===== config.mk =====
export PLATFORM = sky130hd
export DESIGN_NAME = logic_vector_sweeper
export DESIGN_NICKNAME = d
export VERILOG_FILES = /design/src/rtl/logic_vector_sweeper_pkg.sv /design/src/rtl/logic_vector_sweeper_sweep_hold_timer.sv /design/src/rtl/logic_vector_sweeper.sv
export SDC_FILE = /design/constraint.sdc
export NUM_CORES = 1
export LEC_CHECK = 0
export CORE_MARGIN = 8
export CORE_UTILIZATION = 54
export CTS_BUF_LIST = sky130_fd_sc_hd__clkbuf_4 sky130_fd_sc_hd__clkbuf_8 sky130_fd_sc_hd__clkbuf_16
export DETAILED_ROUTE_END_ITERATION = 12
export PLACE_DENSITY = 0.89
export SKIP_CTS_REPAIR_TIMING = 1
export SLEW_MARGIN = 10
export SYNTH_ARGS = -nofsm -noshare
export SYNTH_HDL_FRONTEND = slang
export SYNTH_SLANG_ARGS = --single-unit

===== constraint.sdc =====
create_clock -name clk -period 2.5 [get_ports clk]
set_input_delay 0.75 -clock clk [delete_from_list [all_inputs] [get_ports clk]]
set_output_delay 0.75 -clock clk [all_outputs]
set_load 0.005 [all_outputs]

===== src/rtl/logic_vector_sweeper_pkg.sv =====
// Shared encodings and sizes for the exhaustive 4-input vector sweeper.
package logic_vector_sweeper_pkg;

  localparam int unsigned NUM_VECTORS = 16;
  localparam int unsigned VEC_W       = 4;

  typedef enum logic [1:0] {
    ST_IDLE  = 2'd0,
    ST_DRIVE = 2'd1,
    ST_DONE  = 2'd2
  } state_e;

endpackage


===== src/rtl/logic_vector_sweeper_sweep_hold_timer.sv =====
// Per-vector settle counter; tc_o is registered and high while the count sits at HOLD_CYCLES-1.
module sweep_hold_timer #(
  parameter int unsigned HOLD_CYCLES = 2,
  parameter int unsigned HOLD_W      = 4
) (
  input  logic clk,
  input  logic rst,
  input  logic clr_i,
  input  logic en_i,
  output logic tc_o
);

  logic [HOLD_W-1:0] cnt_q, cnt_d;
  logic              tc_q, tc_d;

  // Terminal flag is computed from the next count so it lines up with cnt_q.
  always_comb begin
    cnt_d = cnt_q;
    if (clr_i) begin
      cnt_d = '0;
    end else if (en_i) begin
      cnt_d = tc_q ? '0 : cnt_q + HOLD_W'(1);
    end
    tc_d = (cnt_d == HOLD_W'(HOLD_CYCLES - 1));
  end

  always_ff @(posedge clk or posedge rst) begin
    if (rst) begin
      cnt_q <= '0;
      tc_q  <= (HOLD_CYCLES == 32'd1);
    end else begin
      cnt_q <= cnt_d;
      tc_q  <= tc_d;
    end
  end

  assign tc_o = tc_q;

endmodule


===== src/rtl/logic_vector_sweeper.sv =====
// Drives all 16 {a,b,c,d} vectors in order, holds each for HOLD_CYCLES, and
// captures the two returned outputs into truth-table registers.
module logic_vector_sweeper
  import logic_vector_sweeper_pkg::*;
#(
  parameter int unsigned HOLD_CYCLES = 2,
  parameter int unsigned HOLD_W      = 4
) (
  input  logic                   clk,
  input  logic                   rst,
  input  logic                   start,
  input  logic                   abort,
  input  logic                   out1_in,
  input  logic                   out2_in,
  output logic                   a,
  output logic                   b,
  output logic                   c,
  output logic                   d,
  output logic [VEC_W-1:0]       vec_idx,
  output logic                   busy,
  output logic                   done,
  output logic [NUM_VECTORS-1:0] tt_out1,
  output logic [NUM_VECTORS-1:0] tt_out2
);

  state_e                 state_q, state_d;
  logic [VEC_W-1:0]       vec_q, vec_d;
  logic                   busy_q, busy_d;
  logic                   done_q, done_d;
  logic [NUM_VECTORS-1:0] tt1_q, tt1_d;
  logic [NUM_VECTORS-1:0] tt2_q, tt2_d;
  logic                   tmr_clr, tmr_en, tmr_tc;

  sweep_hold_timer #(
    .HOLD_CYCLES (HOLD_CYCLES),
    .HOLD_W      (HOLD_W)
  ) u_timer (
    .clk   (clk),
    .rst   (rst),
    .clr_i (tmr_clr),
    .en_i  (tmr_en),
    .tc_o  (tmr_tc)
  );

  always_comb begin
    state_d = state_q;
    vec_d   = vec_q;
    busy_d  = busy_q;
    done_d  = 1'b0;
    tt1_d   = tt1_q;
    tt2_d   = tt2_q;
    tmr_clr = 1'b1;
    tmr_en  = 1'b0;
    unique case (state_q)
      ST_IDLE: begin
        if (start && !abort) begin
          state_d = ST_DRIVE;
          vec_d   = '0;
          tt1_d   = '0;
          tt2_d   = '0;
          busy_d  = 1'b1;
        end
      end
      ST_DRIVE: begin
        tmr_clr = 1'b0;
        tmr_en  = 1'b1;
        // Abort beats a coincident capture so a partial table never gains a bit late.
        if (abort) begin
          state_d = ST_IDLE;
          busy_d  = 1'b0;
          tmr_clr = 1'b1;
        end else if (tmr_tc) begin
          tt1_d[vec_q] = out1_in;
          tt2_d[vec_q] = out2_in;
          if (vec_q == VEC_W'(NUM_VECTORS - 1)) begin
            state_d = ST_DONE;
            busy_d  = 1'b0;
            done_d  = 1'b1;
          end else begin
            vec_d = vec_q + VEC_W'(1);
          end
        end
      end
      ST_DONE: begin
        state_d = ST_IDLE;
      end
      default: begin
        state_d = ST_IDLE;
        busy_d  = 1'b0;
      end
    endcase
  end

  always_ff @(posedge clk or posedge rst) begin
    if (rst) begin
      state_q <= ST_IDLE;
      vec_q   <= '0;
      busy_q  <= 1'b0;
      done_q  <= 1'b0;
      tt1_q   <= '0;
      tt2_q   <= '0;
    end else begin
      state_q <= state_d;
      vec_q   <= vec_d;
      busy_q  <= busy_d;
      done_q  <= done_d;
      tt1_q   <= tt1_d;
      tt2_q   <= tt2_d;
    end
  end

  assign {a, b, c, d} = vec_q;
  assign vec_idx      = vec_q;
  assign busy         = busy_q;
  assign done         = done_q;
  assign tt_out1      = tt1_q;
  assign tt_out2      = tt2_q;

endmodule

# After elaboration in Yosys (flattened, before gate mapping)
# Index checks and enable logic that the tools add are counted.
dict set report word_totals {
  reg_bits 45
  input_bits 6
  output_inout_bits 42
  elab_cells 68
}
dict set report op_classes {
  n_addsub 2
  n_lt_le_gt_ge 2
  n_eq_ne 10
  mux 36
  n_bitwise 1
  n_reduce_logical 9
}
# cell count
set op_table {}
lappend op_table {{$mux W16} 5}
lappend op_table {{$pmux W16 S2} 2}
lappend op_table {{$bwmux W16} 2}
lappend op_table {{$mux W4} 7}
lappend op_table {{$mux W1} 12}
lappend op_table {{$add A4 B1 Y4 const B} 2}
lappend op_table {{$mux W2} 4}
lappend op_table {{$pmux W4 S2} 1}
lappend op_table {{$reduce_and A4 Y1} 2}
lappend op_table {{$ne A2 B2 Y1 const B} 3}
lappend op_table {{$lt A4 B5 Y1 const B} 1}
lappend op_table {{$reduce_and A5 Y1} 1}
lappend op_table {{$demux W1 S4} 1}
lappend op_table {{$eq A4 B1 Y1 const B} 1}
lappend op_table {{$eq A4 B4 Y1 const B} 1}
lappend op_table {{$ge A4 B1 Y1 const B} 1}
lappend op_table {{$pmux W2 S2} 1}
lappend op_table {{$ne A3 B2 Y1 const B} 1}
lappend op_table {{$ne A3 B3 Y1 const B} 1}
lappend op_table {{$pmux W1 S3} 1}
lappend op_table {{$reduce_and A3 Y1} 1}
lappend op_table {{$eq A2 B1 Y1 const B} 1}
lappend op_table {{$eq A2 B2 Y1 const B} 1}
lappend op_table {{$logic_and A1 B1 Y1} 2}
lappend op_table {{other kinds (5)} 5}

# Longest topological paths before layout
# Gate-level depths: netlist (run 1).
dict set report depth {
  ltp_word 8
  mapped_depth 5
  ltp_nobuf 5
}

# By module
# From an unflattened synthesis (run 1), not the netlist that was laid out.
dict set report hier_totals {
  hier_cells 218
  hier_area_um2 2223.4
}
# module instances cells_each area_each_um2 seq_area_each_um2
set modules_own_cells {}
lappend modules_own_cells {logic_vector_sweeper 1 196 1965.6 1001.0}
lappend modules_own_cells {sweep_hold_timer 1 22 257.7 125.1}

# Worst setup path after synthesis (run 1)
# Ideal clock, no wire load.
dict set report synth_timing {
  path_type {in2reg}
  startpoint {in abort}
  endpoint {reg tt1_q[12], in the netlist tt_out1[12]}
  t_arrival_ps 1540
  required_ps 2362
  setup_slack_ps 823
  cell_stages 5
  path_buffers 2
  cell_sequence {or2_0 -> buf_2 -> buf_6 -> a211oi_1 -> o22ai_1}
}
dict set report synth_via {
  elab_chain_len 4
  elab_cells_between_ends 5
  classes_between {2 x eq/ne; 3 x reduce/logical}
}
# item line
set synth_rtl {}
lappend synth_rtl {{from (decl)} logic_vector_sweeper.sv:12} ;# input logic abort,
lappend synth_rtl {{$logic_not A1 Y1} logic_vector_sweeper.sv:56} ;# if (start && !abort) begin
lappend synth_rtl {{$logic_and A1 B1 Y1} logic_vector_sweeper.sv:56}
lappend synth_rtl {{$ne A2 B2 Y1 (no line)} -}
lappend synth_rtl {{$reduce_and A4 Y1 (no line) (*)} -}
lappend synth_rtl {{to (signal assigned)} logic_vector_sweeper.sv:107} ;# tt1_q <= tt1_d;
lappend synth_rtl {{to (decl)} logic_vector_sweeper.sv:30} ;# logic [NUM_VECTORS-1:0] tt1_q, tt1_d;
# Mark *: on every way between the ends. The rest lies on a longest branch, timed or not.
# A chain may end at the register's enable or synchronous reset.

# Worst setup path in the final report (run 1)
dict set report layout_timing {
  startpoint {reg vec_q[1], in the netlist vec_idx[1]}
  endpoint {out c}
}
# item line
set layout_lines {}
lappend layout_lines {{from (decl)} logic_vector_sweeper.sv:27} ;# logic [VEC_W-1:0] vec_q, vec_d;
lappend layout_lines {{from (signal assigned)} logic_vector_sweeper.sv:104} ;# vec_q <= vec_d;
lappend layout_lines {{to (decl)} logic_vector_sweeper.sv:17} ;# output logic c,
# No word-level cell between the ends.

==> results.sh, run 1 <==
export IMPL_cts_tree="built"
export IMPL_synth_simple_area_share=0.125
export IMPL_r2r_slack_ns=0.81
export IMPL_wirelength_um=4770
export IMPL_cp_max_fo=6
export IMPL_skew_ns=0.0107
export IMPL_area_delta_synth_final_pct=26.8
export IMPL_fin_cells=295
export IMPL_antenna_found_initial=0
export IMPL_numCtsBuffers=5
export IMPL_clk_pin_slew_ns=0.08
export IMPL_fin_total_pwr_mw=1.65
export IMPL_combPwrFrac=0.205
export IMPL_syn_nets=211
export IMPL_placed_cells=288
export IMPL_slew_headroom=0.580
export IMPL_slowest_stage="clkdlybuf4s50_1"
export IMPL_worstHoldPathCells=1
export IMPL_cp_data_required_time_ns=1.75
export IMPL_ys_types=37
export IMPL_timing_rr_start="vec_idx[0]$_DFFE_PP0P_"
export IMPL_initial_core_util=0.552
export IMPL_path_class="register to primary output"
export IMPL_dp_worst_setup_slack_ns=0.202
export IMPL_ys_seq_area_frac=0.521
export IMPL_cts_path_max_buffers=2
export IMPL_yosys_area_share_xor_xnor=0.00405
export IMPL_dr_pass1_iters=4
export IMPL_grt_setup_unrepaired="false"
export IMPL_power_density_nw_per_um2=602
export IMPL_grt_pass1_vias=1719
export IMPL_route_vias_total=1673
export IMPL_synth_warnings=0
export IMPL_finalNetCount=256
export IMPL_yosys_area_share_adder=0.0290
export IMPL_rr_endpoint="tt_out2[0]$_DFFE_PP0P_"
export IMPL_muxShareOfSynthArea=0.0162
export IMPL_ioPinCount=48
export IMPL_outcome="finished, final reports clean"
export IMPL_hold_viol=0
export IMPL_htree_levels=2
export IMPL_critical_path_top_delay_family="buffers and inverters"
export IMPL_switching_share=0.275
export IMPL_die_width_um=79.3
export IMPL_drv_cap=0
export IMPL_syn_inst=200
export IMPL_finalSetupViolations=0
export IMPL_p_int_mw=1.20
export IMPL_grt_overflow=0
export IMPL_synth_top_family_by_area="compound AO/OA/AOI/OAI gates"
export IMPL_grt_usage=0.160
export IMPL_hold_path_end="u_timer.tc_o$_DFF_PP0_"
export IMPL_ys_seq_elements=45
export IMPL_grt_pass1_wl_um=8010
export IMPL_reg2reg_depth=5
export IMPL_endpoint_kind="primary output"
export IMPL_drc_errors=0
export IMPL_fp_dieH_um=79.3
export IMPL_tightest_slew_ns=0.630
export IMPL_grt_max_degree=46
export IMPL_drv_slew=0
export IMPL_tns_ns=0
export IMPL_viasPerCell=5.67
export IMPL_diodes=0
export IMPL_post_route_period_util=0.812
export IMPL_critical_path_arrival_ns=1.28
export IMPL_holdWs_ns=0.443
export IMPL_avgSynthCellArea_um2=10.8
export IMPL_start_kind="register"
export IMPL_synth_enable_flop_cells=0
export IMPL_critPathMaxStageDelay_ns=0.55
export IMPL_pwr_share_clk=0.318
export IMPL_max_vdd_ir_drop_mv=0.408
export IMPL_leakage_nw=1.11
export IMPL_async_flop_share=1.00
export IMPL_gp_congestion=0.784
export IMPL_min_from="u_timer.cnt_q[3]$_DFF_PP0_"
export IMPL_max_freq_mhz=493
export IMPL_finalCriticalPeriod_ns=2.03
export IMPL_crit_chain="clkdlybuf4s50_1"
export IMPL_detail_route_antenna_nets=0
export IMPL_cts_sinks=45
export IMPL_switchingPower_uw=453
export IMPL_initialDrtViolationCount=126
export IMPL_fp_row_count=23
export IMPL_synth_area_um2=2160
export IMPL_core_um2=3910
export IMPL_cts_root_buf="clkbuf_8"
export IMPL_synth_ff_type="dfrtp_1"
export IMPL_insertion_delay_ns=0.30
export IMPL_drive_above_1_share=0.106
export IMPL_post_drt_wl_per_cell_um=16.2
export IMPL_setup_ws_ns=0.470
export IMPL_synth_compound_area_frac=0.206
export IMPL_die_area_um2=6280
export IMPL_cp_buffers_inverters=1
export IMPL_hold_class="register to register"
export IMPL_pwr_share_seq=0.477
export IMPL_port_buffers=47
export IMPL_place_hpwl_um=3410
export IMPL_worstSetupStartpoint="vec_idx[1]$_DFFE_PP0P_"
-- routing by layer --
| metal | GRT usage | wire (um) |
|---|---|---|
| met5 | 0 | 0 |
| met4 | 0.0593 | 61 |
| met3 | 0.0485 | 302 |
| met2 | 0.276 | 2400 |
| met1 | 0.181 | 2010 |
-- worst max-delay path by stage --
stage,end,slack (ns),cells after the start
after floorplan,busy$_DFFE_PP0P_,0.69,1
after global routing,c,0.41,1
after detailed placement,tt_out1[7]$_DFFE_PP0P_,0.20,5
final,c,0.47,1
after CTS,c,0.44,1
after global placement,tt_out2[11]$_DFFE_PP0P_,0.23,4
-- cells by family (layout without fill, tap and decap cells) --
group,Yosys count,after routing
buffers and inverters,44,89
and+or+nand+nor,44,44
adders and majority gates,5,5
DFF,45,45
AOI/OAI and AO/OA,58,58
xor gates and xnor gates,1,1
muxes,3,3
-- cell usage after synthesis (all sizes together) (2+ instances only) --
master | number | area share
dfrtp | 45 | 0.52
nor3b | 4 | 0.014
mux2i | 2 | 0.011
buf | 14 | 0.046
nor2 | 7 | 0.012
and2 | 2 | 0.0058
nand2b | 2 | 0.0058
nor3 | 3 | 0.0093
a22o | 9 | 0.036
a211oi | 12 | 0.060
ha | 5 | 0.029
nand4 | 2 | 0.0058
nand3b | 8 | 0.028
nand3 | 7 | 0.016
o22ai | 25 | 0.072
inv | 29 | 0.050
nand2 | 3 | 0.0052
or3 | 2 | 0.0081
o21ai | 3 | 0.0069
a21oi | 2 | 0.0046
o211ai | 4 | 0.014
-- placed cells by master (no fill, tap or decap), drive strengths merged, types with 2 or more instances in the layout --
master         netlist  routed
a21oi                2       2
nand3                7       7
or3                  2       2
o22ai               25      25
and2                 2       2
o211ai               4       4
nand3b               8       8
o21ai                3       3
nor3                 3       3
dfrtp               45      45
clkdlybuf4s50        0      47
inv                 29      29
mux2i                2       2
nor2                 7       7
buf                 14       6
nand2b               2       2
ha                   5       5
a211oi              12      12
nand4                2       2
nor3b                4       4
clkbuf               1       5
a22o                 9       9
nand2                3       3
-- sequential cells by signal, indices dropped and copies added (netlist names) --
name,flops
busy,1
done,1
state_q,2
tt_out1,16
tt_out2,16
u_timer.cnt_q,4
u_timer.tc_o,1
vec_idx,4
-- power by group through the flow --
stage	Combinational, mW	Clock, mW	Sequential, mW
3_5_place_dp	0.337	0	0.801
3_3_place_gp	0.327	0	0.801
5_1_grt	0.372	0.564	0.791
4_1_cts	0.341	0.536	0.787
2_1_floorplan	0.234	0	0.797
6_report	0.338	0.524	0.787
-- layout make-up --
cell class	count	area (um2)
Tap cell	50	62.6
Clock inverter	2	35.0
Timing Repair Buffer	53	515
Clock buffer	5	68.8
Inverter	29	109
Sequential cell	45	1130
Multi-Input combinational cell	111	822
Fill cell	314	1170
-- through the flow --
stage               utilization  cell area, um2
finish                    0.700            2740
global route              0.700            2740
CTS                       0.700            2740
detailed placement        0.673            2640
global placement          0.673            2640
floorplan                     -            2160
(Power assumes the default switching activity.)
==> run 2: changes to the inputs <==
--- a/config.mk
+++ b/config.mk
@@ -6,10 +6,10 @@
 export NUM_CORES = 1
 export LEC_CHECK = 0
 export CORE_MARGIN = 8
-export CORE_UTILIZATION = 54
+export CORE_UTILIZATION = 50
 export CTS_BUF_LIST = sky130_fd_sc_hd__clkbuf_4 sky130_fd_sc_hd__clkbuf_8 sky130_fd_sc_hd__clkbuf_16
 export DETAILED_ROUTE_END_ITERATION = 12
-export PLACE_DENSITY = 0.89
+export PLACE_DENSITY = 0.83
 export SKIP_CTS_REPAIR_TIMING = 1
 export SLEW_MARGIN = 10
 export SYNTH_ARGS = -nofsm -noshare
==> constraint.sdc (replaced) <==
create_clock -name clk -period 2.1 [get_ports clk]
set_input_delay 0.63 -clock clk [delete_from_list [all_inputs] [get_ports clk]]
set_output_delay 0.63 -clock clk [all_outputs]
set_load 0.005 [all_outputs]
==> run 2 against run 1 <==
- count of clock-buffer cells in the layout did not move
- combinational power rose by 25%
- sequential cell count did not move
- sequential share of layout area fell by 1.9 points
- worst hold slack improved by 0.024 ns
- non-clock buffer count rose by 7
- die area rose by 6.4%
- critical endpoint is now vec_idx[1]
- largest power group unchanged
- global-route usage fell by 0.72 points
- first-iteration DRC count fell by 3.2%
- largest cell class unchanged
==> results.sh, run 2 (synthesized netlist as in run 1, its figures left out) <==
export IMPL_dp_worst_setup_slack_ns=0.0553
export IMPL_placed_cells=297
export IMPL_finalCriticalPeriod_ns=1.94
export IMPL_slowest_stage="clkdlybuf4s50_1"
export IMPL_finalNetCount=263
export IMPL_cts_root_buf="clkbuf_8"
export IMPL_grt_setup_unrepaired="false"
export IMPL_cts_sinks=45
export IMPL_grt_pass1_vias=1699
export IMPL_htree_levels=2
export IMPL_drv_cap=0
export IMPL_cts_tree="built"
export IMPL_critical_path_top_delay_family="buffers and inverters"
export IMPL_finalSetupViolations=0
export IMPL_route_vias_total=1651
export IMPL_dr_pass1_iters=4
export IMPL_max_vdd_ir_drop_mv=0.508
export IMPL_final_area_um2=2870
export IMPL_grt_usage=0.153
export IMPL_initialDrtViolationCount=122
export IMPL_wirelength_um=4870
export IMPL_die_area_um2=6680
export IMPL_skew_ns=0.0125
export IMPL_outcome="finished, final reports clean"
export IMPL_tightest_slew_ns=0.597
export IMPL_drive_above_1_share=0.134
export IMPL_gp_congestion=0.774
export IMPL_hold_viol=0
export IMPL_cp_max_fo=6
export IMPL_holdWs_ns=0.467
export IMPL_grt_pass1_wl_um=8030
export IMPL_cp_data_required_time_ns=1.47
export IMPL_post_drt_wl_per_cell_um=16.0
export IMPL_leakage_nw=1.18
export IMPL_grt_overflow=0
export IMPL_drv_slew=0
export IMPL_cts_path_max_buffers=2
export IMPL_diodes=0
export IMPL_setup_ws_ns=0.156
export IMPL_clk_pin_slew_ns=0.08
export IMPL_drc_errors=0
export IMPL_start_kind="register"
export IMPL_area_delta_synth_final_pct=33.0
export IMPL_critical_path_arrival_ns=1.31
export IMPL_power_density_nw_per_um2=743
export IMPL_cp_buffers_inverters=1
export IMPL_die_width_um=81.7
export IMPL_fp_dieH_um=81.7
export IMPL_core_um2=4260
export IMPL_layout_common_cells="47 x clkdlybuf4s50_1, 45 x dfrtp_1, 29 x inv_1"
export IMPL_hold_class="register to register"
export IMPL_fp_row_count=24
export IMPL_place_area_um2=2740
export IMPL_ioPinCount=48
export IMPL_final_common_cell="clkdlybuf4s50_1"
export IMPL_slew_headroom=0.602
export IMPL_post_route_period_util=0.926
export IMPL_fin_util=0.674
export IMPL_critPathMaxStageDelay_ns=0.55
export IMPL_viasPerCell=5.41
export IMPL_numCtsBuffers=5
export IMPL_endpoint_kind="primary output"
export IMPL_fin_cells=305
export IMPL_max_freq_mhz=514
export IMPL_crit_chain="clkdlybuf4s50_1"
export IMPL_port_buffers=47
export IMPL_antenna_found_initial=0
export IMPL_detail_route_antenna_nets=0
export IMPL_grt_max_degree=46
export IMPL_fin_total_pwr_mw=2.13
export IMPL_tns_ns=0
export IMPL_initial_core_util=0.507
export IMPL_place_hpwl_um=3610
export IMPL_insertion_delay_ns=0.30
export IMPL_path_class="register to primary output"
export IMPL_fillers=346
## run 2: cell types whose count changed in the layout (fill, tap and decap cells not counted)
cell       delta
buf_4         +3
buf_12        +4
bufinv_16     +1
## run 2: final cells by class
cell class              count  area (um2)  share of cell area
inverters                  29         109              0.0379
clock buffers               5        68.8              0.0239
well taps                  52        65.1              0.0226
flip-flops and latches     45        1130               0.392
multi-input cells         111         822               0.286
repair buffers             60         618               0.215
clock inverters             3        65.1              0.0226
## run 2: worst paths after layout
check | from | to | slack (ns) | depth (start not counted)
min in group asynchronous | rst | tt_out2[14]$_DFFE_PP0P_ | 0.68 | 3
hold reg to reg | u_timer.cnt_q[3]$_DFF_PP0_ | u_timer.tc_o$_DFF_PP0_ | 0.47 | 1
setup reg to reg | vec_idx[0]$_DFFE_PP0P_ | tt_out1[2]$_DFFE_PP0P_ | 0.40 | 5
max in group asynchronous | rst | tt_out2[10]$_DFFE_PP0P_ | 1.20 | 3
hold / removal | u_timer.cnt_q[3]$_DFF_PP0_ | u_timer.tc_o$_DFF_PP0_ | 0.47 | 1
setup / recovery | vec_idx[1]$_DFFE_PP0P_ | vec_idx[1] | 0.16 | 1
## run 2: report_power, final
part	switching, mW	internal, mW	total [mW]
clock network	0.296	0.473	0.769
logic	0.227	0.197	0.424
registers	0.0433	0.898	0.941
total	0.567	1.57	2.13
## run 2: per-layer routing
metal	part of all wire	GRT usage	routed length, um	vias up
li1	-	-	-	815
met1	0.43	0.188	2120	787
met2	0.49	0.257	2370	42
met3	0.065	0.0361	317	7
met4	0.014	0.0526	68	0
met5	0	0	0	-
==> edit: new RTL, flow settings as in run 2 <==
Register the output `d`, without a reset; this adds one clock of latency there. The other outputs are not delayed to match. Comments in the files are not updated.
--- a/src/rtl/logic_vector_sweeper.sv
+++ b/src/rtl/logic_vector_sweeper.sv
@@ -24,2 +24,4 @@
 );
+
+  logic d_d;
 
@@ -111,3 +113,3 @@
 
-  assign {a, b, c, d} = vec_q;
+  assign {a, b, c, d_d} = vec_q;
   assign vec_idx      = vec_q;
@@ -118,2 +120,6 @@
 
+  always_ff @(posedge clk) begin
+    d <= d_d;
+  end
+
 endmodule
Behaviour: not the same (a bounded check fails within 4 cycles, from zero or initial values and one cycle with rst high).
==> edit against run 2 <==
Clock skew down 2.4 ps. Total power up 2.7%. Final area about the same. Global-route usage grew 0.71 points. Wire length increased by 3.5%. Maximum frequency barely moved. Final cell count rose by 0.66%. Setup slack worse by 1.8 ps. Area after synthesis rose by 0.58%. Sequential cell count grew 1. Die area increased by 0.47%.
==> edit: results (changes against run 2) <==
Global routing
  • GRT Overall Usage: 16.0% (was 15.3%)
  • First-pass GRT wire length: 8380 um (was 8030 um)
  • Vias in the first global route: 1776 (was 1699)
  • Largest net degree at the start of global routing: 46 (unchanged)

Worst setup path
  • Critical path launch point: vec_idx[0] (was vec_idx[1])
  • CP arrival: around 1300 ps
  • CP top delay family: buffers and inverters (unchanged)
  • CP Max Fanout: 6 (unchanged)

Min path
  • Worst Min Path Start: u_timer.cnt_q[3] (unchanged)

Power and ir drop
  • LEAKAGE: 1.18 nW (about the same)
  • VDD IR max: 486 uV (was 508 uV)

Synth
  • Synth cell types: 38 (was 37)
  • Sequential element share of the synthesized area: 52.7% (was 52.1%)
  • Avg Inst Size Synth: 10.9 um2 (was 10.8 um2)
  • Ys flop type: dfrtp_1 (unchanged)
  • Dominant cells by area after synthesis: dfrtp_1, o22ai_1, inv_1 (unchanged)
  • Asr flop ratio synth: 97.8% (was 100%)

Placed design
  • Final GP Congestion: 0.831 (was 0.774)
  • Post-place instance area: 0.00273 mm2 (was 0.00274 mm2)
  • Hpwl dp: 3650 um (was 3610 um)
  • DP Cell Count: 299 (was 297)

Final layout
  • Fraction of layout cells with a size suffix above 1: 13.7% (was 13.4%)
  • # nets final: 265 (was 263)
  • Fill count: 331 (was 346)

Routing
  • Initial drt markers: 139 (was 122)
  • Wire length per cell after detailed routing: 16.4 um (was 16.0 um)
  • Total wire length: 5040 um (was 4870 um)
  • Vias post-DR: 1698 (was 1651)
  • DR pass1 iterations: 4 (unchanged)

STA
  • Worst Clk Skew: 10.0 ps (was 12.5 ps)
  • Relative slew margins: 58.8% (was 60.2%)

Run status
  • Status: completed (unchanged)
## edit: layout make-up
| type | instances | area (um2) | share of cell area, % |
|---|---|---|---|
| inverter | 29 | 109 | 3.79 |
| sequential | 46 | 1150 | 39.9 |
| multi-input combinational | 111 | 822 | 28.6 |
| clock inverter | 2 | 60.1 | 2.09 |
| timing repair buffer | 61 | 588 | 20.5 |
| tap | 52 | 65.1 | 2.26 |
| clock buffer | 6 | 82.6 | 2.87 |
## edit: cells by family (layout without fill, tap and decap cells)
family | count (synthesis) | after routing | synth area share [%]
AND/OR/NAND/NOR | 44 | 44 | 12.4
multiplexers | 3 | 3 | 1.61
AO/OA/AOI/OAI | 58 | 58 | 20.5
flip-flops | 46 | 46 | 52.7
XOR/XNOR | 1 | 1 | 0.403
buffers and inverters | 43 | 98 | 9.44
adder cells (fa/ha/maj) | 5 | 5 | 2.88
## edit: worst reg2reg max path: cells and delay by family, from the launching register on
family                     cells  cell delay (ps)
AOI/OAI and AO/OA              2              370
DFF                            1              470
adders and majority gates      1              270
buffers and inverters          1              150
and+or+nand+nor                1              370
## edit: final timing paths
check / depth (start not counted) / slack (ps) / endpoint
hold / removal: 1 / 460 / u_timer.tc_o
max in group asynchronous: 3 / 1200 / tt_out1[3]
setup reg to reg: 5 / 370 / tt_out2[2]
setup / recovery: 1 / 150 / vec_idx[0]
hold reg to reg: 1 / 460 / u_timer.tc_o
min in group asynchronous: 3 / 690 / tt_out1[13]
## edit: power breakdown
group	total, W	leakage, nW	switching (W)	internal (W)
logic	0.000418	0.475	0.000227	0.000191
clock network	0.000809	0.0714	0.000302	0.000508
registers	0.000964	0.630	0.0000416	0.000923
## edit: per-layer routing
| layer | wire length (um) | GRT usage [%] | share of wire (%) | vias up |
|---|---|---|---|---|
| li1 | - | - | - | 819 |
| met1 | 2190 | 18.5 | 43 | 821 |
| met2 | 2460 | 27.3 | 49 | 53 |
| met3 | 346 | 4.70 | 6.9 | 5 |
| met4 | 46 | 5.79 | 0.91 | 0 |
| met5 | 0 | 0 | 0 | - |
## edit: stage by stage
stage / utilization, % / hold slack (ps) / setup WS (ps)
floorplan: - / 416 / 411
global placement: 64.0 / 429 / 88.6
detailed placement: 64.0 / 449 / 20.3
CTS: 67.4 / 458 / 166
global route: 67.4 / 488 / 105
finish: 67.4 / 458 / 154
